`config.mk`:
```
export PLATFORM = sky130hd
export DESIGN_NAME = bin2bcd_seq
export DESIGN_NICKNAME = d
export VERILOG_FILES = /design/src/rtl/bin2bcd_seq.sv
export SDC_FILE = /design/constraint.sdc
export NUM_CORES = 1
export LEC_CHECK = 0
export ABC_AREA = 0
export ABC_CLOCK_PERIOD_IN_PS = 1970
export CORE_MARGIN = 4
export CORE_UTILIZATION = 30
export DETAILED_ROUTE_END_ITERATION = 8
export GPL_ROUTABILITY_DRIVEN = 0
export PLACE_DENSITY = 0.57
export SLEW_MARGIN = 15
export SYNTH_ARGS = -nofsm -noshare
export SYNTH_HDL_FRONTEND = slang
export SYNTH_SLANG_ARGS = --single-unit
```
`constraint.sdc`:
```
create_clock -name clk -period 1.97 [get_ports clk]
set_clock_uncertainty 0.2 [all_clocks]
set_input_delay 0.394 -clock clk [delete_from_list [all_inputs] [get_ports clk]]
set_output_delay 0.394 -clock clk [all_outputs]
set_load 0.05 [all_outputs]
```
`src/rtl/bin2bcd_seq.sv`:
```
// Sequential 16-bit binary to packed-BCD converter using shift-and-add-3, one bit per clock.
// Optional feature: define BIN2BCD_CLAMP_EN to saturate bcd at 16'h9999 when the operand exceeds 9999.
module bin2bcd_seq #(
  parameter int BIN_W = 16
) (
  input  logic             clk,
  input  logic             rst_n,
  input  logic             start,
  input  logic [BIN_W-1:0] bin,
  output logic             busy,
  output logic             done,
  output logic [15:0]      bcd,
  output logic             ovf
);

  typedef enum logic [1:0] {
    IDLE  = 2'd0,
    SHIFT = 2'd1,
    DONE  = 2'd2
  } state_t;

  localparam int             CNT_W    = 5;
  localparam logic [CNT_W-1:0] CNT_LOAD = CNT_W'(BIN_W);
  localparam logic [CNT_W-1:0] CNT_ONE  = CNT_W'(1);

  // Add 3 to every accumulator digit that is 5 or more; result never exceeds 4'hC.
  function automatic logic [19:0] add3_digits(input logic [19:0] acc);
    logic [19:0] res;
    res = acc;
    for (int i = 0; i < 5; i++) begin
      if (acc[4*i +: 4] >= 4'd5) begin
        res[4*i +: 4] = acc[4*i +: 4] + 4'd3;
      end else begin
        res[4*i +: 4] = acc[4*i +: 4];
      end
    end
    return res;
  endfunction

  state_t             state_r, state_s;
  logic [CNT_W-1:0]   cnt_r, cnt_s;
  logic [BIN_W-1:0]   bin_r, bin_s;
  logic [19:0]        acc_r, acc_s;
  logic [15:0]        bcd_r, bcd_s;
  logic               ovf_r, ovf_s;
  logic               busy_r, done_r;
  logic [19:0]        corr_s;
  logic [19:0]        acc_shift_s;
  logic [BIN_W-1:0]   bin_shift_s;
  logic               ovf_final_s;
  logic [15:0]        bcd_final_s;
  logic               load_s;

  assign corr_s      = add3_digits(acc_r);
  assign acc_shift_s = {corr_s[18:0], bin_r[BIN_W-1]};
  assign bin_shift_s = {bin_r[BIN_W-2:0], 1'b0};
  assign ovf_final_s = |acc_shift_s[19:16];

`ifdef BIN2BCD_CLAMP_EN
  assign bcd_final_s = ovf_final_s ? 16'h9999 : acc_shift_s[15:0];
`else
  assign bcd_final_s = acc_shift_s[15:0];
`endif

  // Next-state and datapath update; start is only honoured outside SHIFT.
  always_comb begin
    state_s = state_r;
    cnt_s   = cnt_r;
    bin_s   = bin_r;
    acc_s   = acc_r;
    bcd_s   = bcd_r;
    ovf_s   = ovf_r;
    load_s  = 1'b0;
    case (state_r)
      IDLE: begin
        if (start) begin
          load_s = 1'b1;
        end else begin
          state_s = IDLE;
        end
      end
      SHIFT: begin
        acc_s = acc_shift_s;
        bin_s = bin_shift_s;
        cnt_s = cnt_r - CNT_ONE;
        if (cnt_r == CNT_ONE) begin
          state_s = DONE;
          bcd_s   = bcd_final_s;
          ovf_s   = ovf_final_s;
        end else begin
          state_s = SHIFT;
        end
      end
      DONE: begin
        if (start) begin
          load_s = 1'b1;
        end else begin
          state_s = IDLE;
        end
      end
      default: begin
        state_s = IDLE;
      end
    endcase
    if (load_s) begin
      state_s = SHIFT;
      bin_s   = bin;
      acc_s   = 20'h00000;
      cnt_s   = CNT_LOAD;
    end else begin
      load_s  = 1'b0;
    end
  end

  // State, datapath and registered status outputs.
  always_ff @(posedge clk or negedge rst_n) begin
    if (!rst_n) begin
      state_r <= IDLE;
      cnt_r   <= '0;
      bin_r   <= '0;
      acc_r   <= 20'h00000;
      bcd_r   <= 16'h0000;
      ovf_r   <= 1'b0;
      busy_r  <= 1'b0;
      done_r  <= 1'b0;
    end else begin
      state_r <= state_s;
      cnt_r   <= cnt_s;
      bin_r   <= bin_s;
      acc_r   <= acc_s;
      bcd_r   <= bcd_s;
      ovf_r   <= ovf_s;
      busy_r  <= (state_s == SHIFT);
      done_r  <= (state_s == DONE);
    end
  end

  assign busy = busy_r;
  assign done = done_r;
  assign bcd  = bcd_r;
  assign ovf  = ovf_r;

endmodule
```
==> flow_summary.yaml <==
detailed_routing:
  routedWlPerCell_um: 13.2
  first_pass_iters: 4
  via_per_inst: 4.63
  drtIter0Drc: 97
  drc: 0
  routed_wl_um: 6140
  vias: 2150
  final_antenna_net_count: 0
die:
  pin_count: 38
  row_count: 35
  core_um2: 9420
  fp.dieH_um: 107
  start_util_pct: 31.4
  chipWidth_um: 107
  dieArea_um2: 11500
power:
  internal_power_mw: 3.74
  p_switching_mw: 2.85
  power_leakage_nw: 1.73
  p_sw_share_pct: 43.2
  peakVddDrop_uv: 667
  total_power_mw: 6.59
  clockPowerShare_pct: 15.9
  powerDensity_nw_per_um2: 1780
  p_seq_share_pct: 35.2
  pwr-share-comb_pct: 48.9
clock_tree:
  clockBufferDepth: 2
  clock_sinks: 62
  clk_latency_ps: 350
  htree_levels: 3
  clk_pin_slew_ps: 70
  cts_root_buf: "clkbuf_8"
  cts_tree: "built"
  cts_buffers: 9
setup_path:
  arrival_ps: 1900
  worst-setup-path-type: "reg2reg"
  endpoint_kind: "flip-flop"
  rr_worst_depth: 7
  r2r_setup_slack_ps: 100
  worst-path-max-fanout: 4
  crit-reg2reg-capture: "bcd[1]$_DFFE_PN0P_"
  start_kind: "flip-flop"
  rr_startpoint: "cnt_r[1]$_DFFE_PN0P_"
  worstPathRequired_ps: 2010
synthesis:
  synth_cell_types: 35
  yosys_warnings: 0
  synth_seq_cells: 62
  synth_area_per_cell_um2: 10.6
  synth_edf_count: 0
  synth_top_area_cell: "dfrtp_1"
  synth_cells: 280
  synth_top_area_share_pct: 52.5
  synth_flop_cell: "dfrtp_1"
  synth_fp_nets: 311
  ys_top_cells_by_area: "dfrtp_1, nand2_1, ha_1"
  syn_area_um2: 2960
  yosysSeqAreaShare_pct: 52.5
  async_reset_ff_share_pct: 100
sta:
  final-hold-violation-count: 0
  worstMarginPinSlew_ps: 427
  relSlewSlack_pct: 71.5
  setup-violations-final: 0
  min_period_ps: 1870
  fmax_mhz: 536
  rsz0062_at_grt: "false"
  final_max_slew_viol_count: 0
  period_share_pct: 94.7
flow_run:
  max_cap_violations: 0
placed_design:
  dpl_cell_area_um2: 3490
  placed_cells: 446
  port_buffers: 37
  hpwlAfterDp_um: 4200
hold_path:
  hold_path.class: "reg2reg"
  min-delay-start: "bin_r[9]$_DFFE_PN0P_"
  hold_depth: 2
  holdPathEnd: "bin_r[9]$_DFFE_PN0P_"
final_layout:
  syn2layout_area_growth_pct: 25.1
  design_area_um2: 3700
  stdcell_count: 464
  finalNetCount: 361
  final_cell_mix: "dfrtp_1, nand2_1, buf_4"
  antennaDiodeCount: 0
  n_fill_cell: 939
  final_common_cell: "dfrtp_1"
  drive_gt1_share_pct: 19.7
grt:
  grt_util_all_layers_pct: 11.8
  grt_pass1_wl_um: 10800
  grt_max_degree: 63
  grt_overflow: 0
  grt_pass1_vias: 2275
  antenna_found_initial: 0
run_status:
  status: "complete, no violations"
[how the worst max path moves through the flow]
stage / to / cells past startpoint / slack [ps] / startpoint
2_1_floorplan: ovf$_DFFE_PN0P_ / 5 / 130 / acc_r[16]$_DFFE_PN0P_
3_3_place_gp: acc_r[11]$_DFFE_PN0P_ / 6 / 10 / start
3_5_place_dp: acc_r[7]$_DFFE_PN0P_ / 6 / -3 / start
4_1_cts: ovf$_DFFE_PN0P_ / 5 / 10 / acc_r[16]$_DFFE_PN0P_
5_1_grt: bcd[14]$_DFFE_PN0P_ / 6 / 4 / acc_r[12]$_DFFE_PN0P_
6_report: bcd[1]$_DFFE_PN0P_ / 7 / 100 / cnt_r[1]$_DFFE_PN0P_
[cell usage after synthesis, drive strengths merged (2+ instances only)]
library cell	count
dfrtp	62
nand2	54
o21ai	27
a22oi	15
a21oi	14
inv	14
ha	12
a22o	10
mux2	9
nor3b	9
buf	8
nand2b	7
nand3	6
nor2	5
clkbuf	4
mux2i	4
xnor2	4
nor3	3
nor2b	2
or4	2
[layer usage]
| metal | global-route usage [%] | up-vias | part of all wire (%) |
|---|---|---|---|
| met2 | 18.2 | 45 | 44 |
| met1 | 15.3 | 1018 | 49 |
| met4 | 4.93 | 0 | 2.2 |
| met3 | 3.78 | 13 | 4.9 |
| met5 | 0 | - | 0 |
| li1 | - | 1074 | - |
[flip-flops by register name (all words and copies together), names as in the netlist]
signal   flops
bcd         16
cnt_r        5
busy         1
done         1
ovf          1
acc_r       20
bin_r       16
state_r      2
[metrics by stage]
step	util [%]	setup slack, ps	hold WS, ps	setup TNS (ps)
global route	39.3	3.90	293	0
floorplan	-	132	-102	0
finish	39.3	104	277	0
global placement	37.0	14.0	232	0
CTS	39.1	13.3	281	0
detailed placement	37.0	-3.14	231	-3.14
[worst max-delay path: stages (launching register included)]
cell     delay, ps
dfrtp_1        390
inv_1           90
ha_1           140
nor4b_4        260
nand2_4        120
inv_2          100
buf_4          140
mux2_2         330
[area by class of cell]
type                    instances  area (um2)  area share (%)
flip-flops and latches         62        1550            41.9
repair buffers                 51         450            12.2
clock buffers                  13         169            4.57
multi-input cells             192        1300            35.0
inverters                      14        52.6            1.42
well taps                     129         161            4.36
clock inverters                 3        17.5           0.474
[cell families (layout without fill, tap and decap cells)]
| logic type | Yosys count | count (layout) | share of synthesized area [%] |
|---|---|---|---|
| flops | 62 | 62 | 52.5 |
| buf+inv | 26 | 81 | 4.06 |
| compound gates | 72 | 72 | 16.0 |
| fa+ha+maj | 12 | 12 | 5.08 |
| simple gates | 90 | 90 | 15.2 |
| xor+xnor | 5 | 5 | 1.48 |
| mux | 13 | 13 | 5.67 |
[what timing repair did]
item | 4_1_cts | 5_1_grt
resized for setup | 0 | 3
setup endpoints to repair | 0 | 5
setup buffers | 0 | 1
hold buffers | 1 | 0
endpoints found under the hold margin | 62 | 0
[power by group through the flow]
| stage | clock, mW | sequential (mW) | combinational, mW |
|---|---|---|---|
| floorplan | 0 | 2.80 | 1.84 |
| global placement | 0 | 2.32 | 3.17 |
| detailed placement | 0 | 2.34 | 3.25 |
| CTS | 1.09 | 2.32 | 3.26 |
| global route | 1.14 | 2.42 | 3.60 |
| finish | 1.05 | 2.32 | 3.22 |
(Power assumes the default switching activity.)
